===== src/rtl/multi_song_reader_pkg.sv =====
// Shared definitions for the multi-song note sequencer: FSM state
// encoding and helpers that derive widths and ROM field positions.
package multi_song_reader_pkg;

  // One-hot sequencer states
  typedef enum logic [4:0] {
    ST_IDLE    = 5'b00001,
    ST_FETCH   = 5'b00010,
    ST_WAIT    = 5'b00100,
    ST_END     = 5'b01000,
    ST_STOPPED = 5'b10000
  } state_t;

  function automatic int song_w(input int num_songs);
    return $clog2(num_songs);
  endfunction

  function automatic int idx_w(input int notes_per_song);
    return $clog2(notes_per_song);
  endfunction

  // ROM word is {note, duration}; note occupies the upper field
  function automatic int note_msb(input int note_w, input int dur_w);
    return note_w + dur_w - 1;
  endfunction

  function automatic int dur_msb(input int dur_w);
    return dur_w - 1;
  endfunction

endpackage


===== src/rtl/dff_cells.sv =====
// Register library cells: dffr (sync reset) and dffre (sync reset + enable).
module dffr #(
  parameter int             W       = 1,
  parameter logic [W-1:0]   RST_VAL = '0
) (
  input  logic         clk,
  input  logic         reset,
  input  logic [W-1:0] d,
  output logic [W-1:0] q
);

  // Plain register with synchronous reset
  always_ff @(posedge clk) begin
    if (reset) q <= RST_VAL;
    else       q <= d;
  end

endmodule

module dffre #(
  parameter int             W       = 1,
  parameter logic [W-1:0]   RST_VAL = '0
) (
  input  logic         clk,
  input  logic         reset,
  input  logic         en,
  input  logic [W-1:0] d,
  output logic [W-1:0] q
);

  // Load-enabled register with synchronous reset
  always_ff @(posedge clk) begin
    if (reset)   q <= RST_VAL;
    else if (en) q <= d;
  end

endmodule


===== src/rtl/rom_fetch_timer.sv =====
// Down-counter that measures the ROM read latency. start loads
// ROM_LATENCY, clear parks it at zero, hold freezes it; done is high when
// the count has reached zero, i.e. the ROM word is valid.
module rom_fetch_timer #(
  parameter int ROM_LATENCY = 1
) (
  input  logic clk,
  input  logic reset,
  input  logic start,
  input  logic hold,
  input  logic clear,
  output logic done
);

  localparam int CNT_W = $clog2(ROM_LATENCY + 1);

  logic [CNT_W-1:0] cnt;
  logic [CNT_W-1:0] cnt_nxt;

  // Next count: start beats clear beats hold; otherwise count down to zero
  always_comb begin
    cnt_nxt = cnt;
    if (start)                      cnt_nxt = CNT_W'(ROM_LATENCY);
    else if (clear)                 cnt_nxt = '0;
    else if (!hold && cnt != '0)    cnt_nxt = cnt - CNT_W'(1);
  end

  dffr #(.W(CNT_W)) u_cnt (.clk(clk), .reset(reset), .d(cnt_nxt), .q(cnt));

  assign done = (cnt == '0);

endmodule


===== src/rtl/multi_song_reader.sv =====
// Note sequencer: walks one song's {note,duration} entries in an external
// ROM and hands each note to the note player via new_note/note_done.
// Supports pause, looping, a zero-duration terminator and song switching.
module multi_song_reader
  import multi_song_reader_pkg::*;
#(
  parameter int NUM_SONGS      = 4,
  parameter int NOTES_PER_SONG = 32,
  parameter int NOTE_W         = 6,
  parameter int DUR_W          = 6,
  parameter int ROM_LATENCY    = 1
) (
  input  logic                                             clk,
  input  logic                                             reset,
  input  logic                                             play,
  input  logic [$clog2(NUM_SONGS)-1:0]                     song,
  input  logic                                             loop,
  input  logic                                             note_done,
  output logic [$clog2(NUM_SONGS)+$clog2(NOTES_PER_SONG)-1:0] rom_addr,
  input  logic [NOTE_W+DUR_W-1:0]                          rom_data,
  output logic [NOTE_W-1:0]                                note,
  output logic [DUR_W-1:0]                                 duration,
  output logic                                             new_note,
  output logic                                             song_done,
  output logic                                             busy
);

  localparam int SONG_W   = song_w(NUM_SONGS);
  localparam int IDX_W    = idx_w(NOTES_PER_SONG);
  localparam int NOTE_MSB = note_msb(NOTE_W, DUR_W);
  localparam int DUR_MSB  = dur_msb(DUR_W);

  logic [4:0]              state_q;
  state_t                  state;
  state_t                  state_nxt;
  logic [SONG_W-1:0]       cur_song, song_nxt;
  logic [IDX_W-1:0]        index, idx_nxt;
  logic [NOTE_MSB:0]       note_dur;
  logic                    load_note;
  logic                    new_note_nxt;
  logic                    song_done_nxt;
  logic                    t_start, t_done;
  logic                    switch_req;
  logic                    last_idx;

  assign state      = state_t'(state_q);
  assign switch_req = play && (song != cur_song);
  assign last_idx   = (index == IDX_W'(NOTES_PER_SONG - 1));

  // Sequencer next-state and output decisions (pause > switch > note_done)
  always_comb begin
    state_nxt     = state;
    song_nxt      = cur_song;
    idx_nxt       = index;
    load_note     = 1'b0;
    new_note_nxt  = 1'b0;
    song_done_nxt = 1'b0;
    t_start       = 1'b0;
    unique case (state)
      ST_IDLE: begin
        if (play) begin
          song_nxt  = song;
          idx_nxt   = '0;
          state_nxt = ST_FETCH;
          t_start   = 1'b1;
        end
      end
      ST_FETCH: begin
        if (!play) begin
          // Reloading while paused both freezes and restarts the latency count
          t_start = 1'b1;
        end else if (switch_req) begin
          song_nxt = song;
          idx_nxt  = '0;
          t_start  = 1'b1;
        end else if (t_done) begin
          if (rom_data[DUR_MSB:0] == '0) begin
            state_nxt     = ST_END;
            song_done_nxt = 1'b1;
          end else begin
            load_note    = 1'b1;
            new_note_nxt = 1'b1;
            state_nxt    = ST_WAIT;
          end
        end
      end
      ST_WAIT: begin
        if (play) begin
          if (switch_req) begin
            song_nxt  = song;
            idx_nxt   = '0;
            state_nxt = ST_FETCH;
            t_start   = 1'b1;
          end else if (note_done) begin
            if (last_idx) begin
              state_nxt     = ST_END;
              song_done_nxt = 1'b1;
            end else begin
              idx_nxt   = index + IDX_W'(1);
              state_nxt = ST_FETCH;
              t_start   = 1'b1;
            end
          end
        end
      end
      ST_END: begin
        if (loop && play) begin
          idx_nxt   = '0;
          state_nxt = ST_FETCH;
          t_start   = 1'b1;
        end else begin
          state_nxt = ST_STOPPED;
        end
      end
      ST_STOPPED: begin
        if (!play) state_nxt = ST_IDLE;
      end
      default: state_nxt = ST_IDLE;
    endcase
  end

  // Control registers
  dffr #(.W(5), .RST_VAL(5'(ST_IDLE))) u_state (.clk(clk), .reset(reset), .d(5'(state_nxt)), .q(state_q));
  dffr #(.W(SONG_W)) u_song  (.clk(clk), .reset(reset), .d(song_nxt),      .q(cur_song));
  dffr #(.W(IDX_W))  u_index (.clk(clk), .reset(reset), .d(idx_nxt),       .q(index));
  dffr #(.W(1))      u_nn    (.clk(clk), .reset(reset), .d(new_note_nxt),  .q(new_note));
  dffr #(.W(1))      u_sd    (.clk(clk), .reset(reset), .d(song_done_nxt), .q(song_done));

  // Note/duration output register, loaded only on an accepted ROM word
  dffre #(.W(NOTE_MSB + 1)) u_note (
    .clk(clk), .reset(reset), .en(load_note), .d(rom_data), .q(note_dur)
  );

  rom_fetch_timer #(.ROM_LATENCY(ROM_LATENCY)) u_timer (
    .clk   (clk),
    .reset (reset),
    .start (t_start),
    .hold  (!play),
    .clear ((state == ST_IDLE) || (state == ST_STOPPED)),
    .done  (t_done)
  );

  assign rom_addr = {cur_song, index};
  assign note     = note_dur[NOTE_MSB:DUR_W];
  assign duration = note_dur[DUR_MSB:0];
  assign busy     = (state == ST_FETCH) || (state == ST_WAIT);

endmodule


===== config.mk =====
export PLATFORM = sky130hd
export DESIGN_NAME = multi_song_reader
export DESIGN_NICKNAME = d
export VERILOG_FILES = /design/src/rtl/multi_song_reader_pkg.sv /design/src/rtl/dff_cells.sv /design/src/rtl/rom_fetch_timer.sv /design/src/rtl/multi_song_reader.sv
export SDC_FILE = /design/constraint.sdc
export NUM_CORES = 1
export LEC_CHECK = 0
export ABC_AREA = 1
export CAP_MARGIN = 25
export CORE_MARGIN = 2
export CORE_UTILIZATION = 44
export CTS_BUF_LIST = sky130_fd_sc_hd__clkbuf_2
export CTS_CLUSTER_SIZE = 12
export DETAILED_ROUTE_END_ITERATION = 10
export GPL_TIMING_DRIVEN = 0
export PLACE_DENSITY = 0.74
export SLEW_MARGIN = 15
export SYNTH_ARGS = -nofsm -noshare
export SYNTH_HDL_FRONTEND = slang
export SYNTH_SLANG_ARGS = --single-unit

===== constraint.sdc =====
create_clock -name clk -period 1.4 [get_ports clk]
set_input_delay 0.21 -clock clk [delete_from_list [all_inputs] [get_ports clk]]
set_output_delay 0.21 -clock clk [all_outputs]
set_load 0.02 [all_outputs]

# --- Word-level counts from Yosys, hierarchy flattened ---
# Index checks and enable logic that the tools add are counted.
totals:
  in_bits: 19
  register_bits: 27
  out_inout_bits: 22
classes:
  reduce_logical: 13
  add_sub_neg: 2
  n_eq_ne: 19
  muxes: 51
ops:
  columns: ["operator", "n"]
  rows:
  - ["$mux 5", 17]
  - ["$pmux 5 s5", 1]
  - ["$mux 1", 24]
  - ["$pmux 5 s4", 1]
  - ["$ne 2x2->1 const B", 8]
  - ["$eq 5x5->1 const B", 2]
  - ["$mux 4", 2]
  - ["$reduce_and 8->1", 1]
  - ["$reduce_and 7->1", 1]
  - ["$logic_not 6->1", 1]
  - ["$mux 2", 3]
  - ["$ne 3x3->1 const B", 2]
  - ["$add 5x1->5 const B", 1]
  - ["$eq 5x1->1 const B", 1]
  - ["$eq 5x2->1 const B", 1]
  - ["$eq 5x3->1 const B", 1]
  - ["$eq 5x4->1 const B", 1]
  - ["$ne 2x1->1 const B", 2]
  - ["$pmux 1 s4", 1]
  - ["$pmux 2 s2", 1]
  - ["$reduce_and 4->1", 1]
  - ["$reduce_bool 4->1", 1]
  - ["$logic_and 1x1->1", 3]
  - ["$reduce_bool 3->1", 1]
  - ["6 further kinds", 7]

# --- Longest topological paths before layout ---
# Gate-level depths: netlist of run 1.
logic_depth:
  word_depth: 7
  ltp_mapped: 13
  mapped_depth_nobuf: 13

# --- By module ---
# From an unflattened synthesis of run 1, not the netlist that was laid out.
unflattened:
  cells_unflattened: 265
  area_unflattened_um2: 1642.8
by_module_without_submodules:
  columns: ["module", "n_inst", "area_per_inst_um2", "cells_per_inst"]
  rows:
  - ["multi_song_reader", 1, 701.9, 138]
  - ["dffre", 1, 496.7, 76]
  - ["dffr (u_state)", 1, 141.4, 16]
  - ["dffr (u_index)", 1, 137.6, 15]
  - ["dffr (u_nn ...)", 3, 30.0, 3]
  - ["dffr (u_song)", 1, 55.1, 6]
  - ["rom_fetch_timer", 1, 20.0, 5]

# --- Least setup slack after synthesis of run 1 ---
# OpenSTA, ideal clock, no wires.
synth_timing:
  path_type: "register to register"
  start: "reg u_index.q[0]"
  end: "reg u_index.q[2]"
  arrival_time_ns: 1.556
  period_less_slack_ns: 1.670
  t_required_ns: 1.287
  slack_ns: -0.270
  path_stages_with_launch: 14
  cell_sequence: "dfxtp_1 -> ha_1 -> nand2_1 -> nor2_1 -> ha_1 -> inv_1 -> nand2_1 -> nand3_1 -> nand2_1 -> inv_2 -> nand2_2 -> inv_2 -> nor2_1 -> nor2_1"
synth_via:
  elab_chain_cells: 6
synth_rtl:
  columns: ["element", "line", "source"]
  rows:
  - ["from (decl)", "dff_cells.sv:9", "output logic [W-1:0] q"]
  - ["from (signal assigned)", "dff_cells.sv:14", "if (reset) q <= RST_VAL;"]
  - ["from (signal assigned)", "dff_cells.sv:15", "else q <= d;"]
  - ["$add 5x1->5", "multi_song_reader.sv:99", "idx_nxt = index + IDX_W'(1);"]
  - ["$mux 5", "multi_song_reader.sv:95", "if (last_idx) begin"]
  - ["$mux 5", "multi_song_reader.sv:94", "end else if (note_done) begin"]
  - ["$mux 5", "multi_song_reader.sv:89", "if (switch_req) begin"]
  - ["$mux 5", "multi_song_reader.sv:88", "if (play) begin"]
  - ["$pmux 5 s4", "multi_song_reader.sv:59", "unique case (state)"]
# Several ways; a longest one is shown, not always the timed one. The select of a mux whose other input is x is not followed.
# A chain may end at the register's enable or synchronous reset.

# --- Worst setup path in the final report of run 1 ---
layout_timing:
  start: "reg u_state.q[3]"
  end: "out busy"
layout_via:
  elab_chain_cells: 2
layout_rtl:
  columns: ["element", "line", "source"]
  rows:
  - ["from (decl)", "dff_cells.sv:9", null]
  - ["from (signal assigned)", "dff_cells.sv:14", null]
  - ["from (signal assigned)", "dff_cells.sv:15", null]
  - ["$eq 5x2->1 / $eq 5x3->1 (equally long branches)", "multi_song_reader.sv:146", "assign busy = (state == ST_FETCH) || (state == ST_WAIT);"]
  - ["$logic_or 1x1->1 *", "multi_song_reader.sv:146", null]
  - ["to (decl)", "multi_song_reader.sv:25", "output logic busy"]
# Every way passes the cells marked *; elsewhere a longest branch is shown, timed or not.

==> out/qor.yml, run 1 <==
outcome: "finished with violations"
violations: "setup timing"
yosysWarnings: 0
core-area_um2: 3080
dp_cells: 298
netlist_top_cells_area: "dfxtp_1, nand2_1, nor2_1"
die_h_um: 61.0
yosysTopAreaCellShare_pct: 37.8
setup_slack_ps: -195
syn-cell-area_um2: 1430
wl_per_cell_um: 13.3
avgSynthCellArea_um2: 6.66
totalWireLength_um: 4200
die_area_um2: 3730
rsz0062_at_grt: "true"
async_flop_share_pct: 0
yosysMostFrequentCell: "nand2_1"
drv_cap: 0
ys_types: 23
fin_crit_ps: 1600
synth_cells: 215
synth_compound_area_share_pct: 11.3
cts.sinks: 27
synth_nets: 236
ys_seq_area_share_pct: 37.8
cp_max_fo: 5
rows: 20
cp-end-kind: "primary output"
hold_class: "input pin to register"
reg2reg_depth: 9
first_pass_iters: 4
hold_depth: 3
gr-total-overflow: 0
die_width_um: 61.0
start_util_pct: 46.5
n_antenna_cell: 0
synth_fa_ha_area_share_pct: 1.75
fin_area_um2: 2280
irDropWorstVdd_v: 0.00111
max_slew_margin_pct: 69.2
io_buffers: 39
slew_viol_final: 0
placed_area_um2: 1910
drt_iter0_markers: 68
grt_first_pass_wirelength_um: 6270
n_fill_cell: 258
synth_edf_count: 0
grt_pass1_vias: 1499
vias: 1637
cp.arrival_ps: 1390
total_power_w: 0.00296
numCtsBuffers: 3
globalplace.congestion: 0.931
cts_root_buffer: "clkbuf_2"
clock_path_buffers: 2
synth.largest_area_cell: "dfxtp_1"
rrSetupSlack_ps: -150
p_per_area_nw_per_um2: 1300
cp.required_ps: 1190
cts_tree: "built"
synth_top_family_by_area: "simple AND/OR/NAND/NOR gates"
stdcell_count: 317
postRouteAntennaNets: 0
syn_to_final_growth_pct: 59.4
layout.nets: 295
clk_latency_ps: 380
grt_use_total_pct: 22.0
synth_mux_area_share_pct: 0
hold_violations: 0
max_clock_freq_mhz: 627
clkSlewWorstSetupHoldPaths_ps: 270
synth-simple-area-share_pct: 39.3
p_leak_nw: 1.05
synth_top_flop_cell: "dfxtp_1"
io_pins: 41
start_kind: "register"
synthTopCellsByCount: "nand2_1, nor2_1, dfxtp_1, inv_1, nand3_1"
antenna_found_initial: 0
synth_xor_xnor_area_share_pct: 0
hpwl_um: 2580
drcViolationCount: 0
finalSetupViolations: 24
grt_max_degree: 17
synth-seq-cells: 27
drive_above_1_share_pct: 34.8
path_class: "register to primary output"
skew_ps: 7.74
min_period_over_period_pct: 114
worst_pin_slew_ps: 461
h-tree-depth: 1
vias_per_cell: 5.16
[per-layer routing]
metal / global-route usage, % / up-vias / part of all wire, %
met2: 36.6 / 65 / 49
met4: 6.52 / 0 / 2.0
met5: 0 / - / 0
met1: 28.2 / 753 / 42
li1: - / 808 / -
met3: 5.46 / 11 / 6.3
[path summary, 6_finish.rpt]
| check | start | endpoint |
|---|---|---|
| hold / removal | play | u_sd.q$_SDFF_PP0_ |
| hold reg to reg | u_song.q[0]$_SDFFE_PP0P_ | u_song.q[0]$_SDFFE_PP0P_ |
| setup reg to reg | u_state.q[3]$_SDFFE_PP0P_ | u_note.q[1]$_SDFFE_PP0P_ |
| setup / recovery | u_state.q[3]$_SDFFE_PP0P_ | busy |
[power by group]
| group | internal [W] | switching, W | leakage [nW] |
|---|---|---|---|
| clock network | 0.0000661 | 0.000252 | 0.0126 |
| logic | 0.000591 | 0.00101 | 0.808 |
| registers | 0.000911 | 0.000123 | 0.225 |
[metrics by stage]
step / setup TNS, ps / setup WS [ps] / hold slack (ps) / util (%)
floorplan: -478 / -118 / 279 / -
global placement: -9270 / -445 / 464 / 62.0
detailed placement: -9340 / -441 / 472 / 62.0
CTS: -2010 / -207 / 126 / 67.2
global route: -4960 / -253 / 167 / 74.1
finish: -2850 / -195 / 175 / 74.1
[state kept, by name, summed over array words and instances, names as in the netlist]
signal	flops
u_index.q	5
u_song.q	2
u_sd.q	1
u_state.q	5
u_nn.q	1
u_timer.u_cnt.q	1
u_note.q	12
[timing repair]
action,CTS,global route
gates cloned,2,0
resized for setup,67,53
pin swaps,16,9
endpoints found under the setup margin,48,32
buffers inserted,7,6
hold buffers,0,0
[cells in the final DEF (no fill, tap or decap), drive strengths merged]
master | netlist | layout
inv | 30 | 30
nand2 | 44 | 44
buf | 2 | 19
nand3b | 1 | 1
or2 | 2 | 2
o21ai | 17 | 17
dlygate4sd2 | 0 | 14
clkbuf | 2 | 7
nor2 | 39 | 40
nand4 | 7 | 7
clkinvlp | 0 | 1
dfxtp | 27 | 27
a21oi | 14 | 14
o22ai | 1 | 1
clkinv | 1 | 1
clkdlybuf4s15 | 0 | 3
ha | 2 | 2
nand3 | 26 | 26
clkdlybuf4s50 | 0 | 17
[worst max-delay path, cell delays in order, from the launching register on]
cell	delay, ps
dfxtp_2	410
nor2_4	140
nand3_2	180
nand2_4	140
buf_4	140
[cell type report]
| class | count | area [um2] | share of cell area [%] |
|---|---|---|---|
| buffer | 4 | 23.8 | 1.04 |
| clock buffer | 3 | 15.0 | 0.658 |
| clock inverter | 1 | 7.51 | 0.329 |
| inverter | 31 | 146 | 6.41 |
| multi-input combinational | 154 | 963 | 42.2 |
| sequential | 27 | 568 | 24.9 |
| tap | 44 | 55.1 | 2.41 |
| timing repair buffer | 53 | 503 | 22.0 |
[cell families after synthesis]
| logic type | count (synthesis) |
|---|---|
| and+or+nand+nor | 119 |
| buffers and inverters | 35 |
| AOI/OAI and AO/OA | 32 |
| DFF | 27 |
| adders and majority gates | 2 |
Note: power is estimated with default switching activity, not from simulation.
==> inputs of run 2 (changes only) <==
CORE_ASPECT_RATIO = 1.25   (was not set)
MAX_ROUTING_LAYER = met4   (was not set)
==> run 2 against run 1 <==
The run still ends with setup timing left. Sequential power is essentially flat. Fmax increased by 1.8%. Routed wire length is 5.5% lower. Global-route usage up 0.45 points. Setup slack improved by 28 ps. Clock power is 3% higher. Critical path depth stayed put. Combinational power decreased by 4%. Non-clock buffer count up 2. Largest power group unchanged.
==> out/qor.yml, run 2 (synthesis gave the netlist of run 1 again) <==
cp.required_ps: 1190  # about the same
clk_latency_ps: 380  # about the same
max_slew_margin_pct: 66.7  # -2.6 points
vias_per_cell: 5.16  # -0.13%
numCtsBuffers: 3  # unchanged
reg_top3: "u_note.q (12), u_index.q (5), u_state.q (5)"
hold_violations: 0  # unchanged
path_class: "register to primary output"
violations: "setup timing"
slew_viol_final: 0  # unchanged
gr-total-overflow: 0  # unchanged
cp.arrival_ps: 1360  # -30 ps
clock_path_buffers: 2  # unchanged
largest_reg_flops: 12  # unchanged
n_antenna_cell: 0  # unchanged
io_pins: 41  # unchanged
finalSetupViolations: 23  # -4.2%
rr_endpoint: "u_index.q[2]$_SDFFE_PP0P_"
regArea_um2: 571  # +0.44%
grt_use_total_pct: 22.5  # +0.45 points
start_kind: "register"
fin_crit_ps: 1570  # -28.0 ps
core-area_um2: 3170  # +2.8%
crit_chain: "nor2_4 > nand3_2 > nand2_4 > buf_6"
min-delay-start: "play"
drive_above_1_share_pct: 32.1  # -2.7 points
layout.nets: 296  # +0.34%
die_width_um: 55.0  # -9.9%
grt_max_degree: 17  # unchanged
min_period_over_period_pct: 112  # -2.0 points
irDropWorstVdd_v: 0.000998  # -9.8%
p_leak_nw: 1.06  # +1.5%
max_clock_freq_mhz: 638  # +1.8%
die_h_um: 67.8  # +11%
crit_path_max_incr_delay_ps: 410  # about the same
cp_slowest_cell: "dfxtp_2"
p_per_area_nw_per_um2: 1310  # +1.1%
cp-end-kind: "primary output"
worst_pin_slew_ps: 500  # +38.8 ps
cts_root_buffer: "clkbuf_2"
drcViolationCount: 0  # unchanged
globalplace.congestion: 0.855  # -8.1%
rsz0062_at_grt: "true"
setup_slack_ps: -167  # +28.0 ps
n_fill_cell: 278  # +7.8%
rrSetupSlack_ps: -140  # about the same
grt_first_pass_wirelength_um: 6030  # -3.8%
final_cell_mix: "nand2_1, nor2_1, inv_1"
multiInputGateArea_um2: 900  # -6.6%
die_area_um2: 3730  # about the same
start_util_pct: 45.2  # -1.3 points
hold_buffers: 0  # unchanged
reg2reg_depth: 13  # +4
cp_max_fo: 5  # unchanged
cts.sinks: 27  # unchanged
drv_cap: 0  # unchanged
hold_end: "u_sd.q$_SDFF_PP0_"
hold_class: "input pin to register"
antenna_found_initial: 0  # unchanged
grt_pass1_vias: 1427  # -4.8%
place_ws_ps: -463  # -22.0 ps
totalWireLength_um: 3970  # -5.5%
outcome: "finished with violations"
final_util_pct: 69.7  # -4.5 points
first_pass_iters: 4  # unchanged
regMostFlops: "u_note.q"
skew_ps: 8.81  # +1.08 ps
vias: 1604  # -2.0%
hold_depth: 3  # unchanged
postRouteAntennaNets: 0  # unchanged
clkSlewWorstSetupHoldPaths_ps: 280  # about the same
rows: 23  # +15%
wl_per_cell_um: 12.8  # -3.7%
io_buffers: 39  # unchanged
hpwl_um: 2610  # +1.0%
r2r-start: "u_index.q[1]$_SDFFE_PP0P_"
cts_tree: "built"
syn_to_final_growth_pct: 54.1
h-tree-depth: 1  # unchanged
drt_iter0_markers: 32  # -53%
final_common_cell: "nand2_1"
run 2: cell types whose count changed in the layout (fill, tap and decap cells not counted), sizes merged:
cell / before / now
inv: 30 / 31
nor2: 40 / 39
dlygate4sd2: 14 / 16
buf: 19 / 21
clkinvlp: 1 / 0
clkbuf: 7 / 5
run 2: report_power, final:
part	switching [W]	total (W)	internal [W]
Clock	0.000259	0.000328	0.0000699
Sequential	0.000113	0.00102	0.000908
Combinational	0.000959	0.00154	0.000582
Total	0.00133	0.00289	0.00156
run 2: through the flow:
stage	total power [W]	hold slack, ps	setup TNS [ps]	instance area [um2]	cells
2_1_floorplan	0.00188	279	-478	1460	215
3_3_place_gp	0.00224	460	-9270	1900	291
3_5_place_dp	0.00226	472	-9690	1900	291
4_1_cts	0.00269	152	-2080	2080	309
5_1_grt	0.00309	147	-4530	2210	311
6_report	0.00289	160	-2280	2210	311
run 2: routing by layer:
metal	global-route usage [%]	part of all wire, %	up-vias
li1	-	-	816
met1	24.9	41	743
met2	39.4	54	37
met3	2.88	3.6	8
met4	9.15	1.2	0
met5	-	0	-
run 2: what timing repair did:
item	CTS	global route
hold endpoints to repair	0	0
gates resized for setup	61	38
pin swaps	10	14
setup buffers	13	2
cloned	1	0
setup endpoints to repair	48	30
run 2: critical path: cells and delay by family, from the launching register on:
kind	cells	cell delay, ps
buffers and inverters	1	120
flip-flops	1	410
AND/OR/NAND/NOR	3	450
run 2: layout make-up:
cell class,instances,area share [%]
clock inverter,1,0.284
clock buffer,3,0.681
sequential,27,25.9
buffer,4,1.25
inverter,31,6.07
tap,37,2.10
timing repair buffer,55,23.0
multi-input combinational,153,40.8
run 2: how the worst max path moves through the flow:
stage | start | end | slack [ps] | cells after the start
after floorplan | u_index.q[1]$_SDFFE_PP0P_ | u_index.q[2]$_SDFFE_PP0P_ | -120 | 13
after global placement | song[1] | u_state.q[1]$_SDFFE_PP0P_ | -460 | 12
after detailed placement | song[1] | u_state.q[1]$_SDFFE_PP0P_ | -460 | 12
after CTS | u_state.q[3]$_SDFFE_PP0P_ | busy | -170 | 4
after global routing | u_state.q[2]$_SDFFE_PP0P_ | u_note.q[7]$_SDFFE_PP0P_ | -250 | 10
final | u_state.q[2]$_SDFFE_PP0P_ | busy | -170 | 4
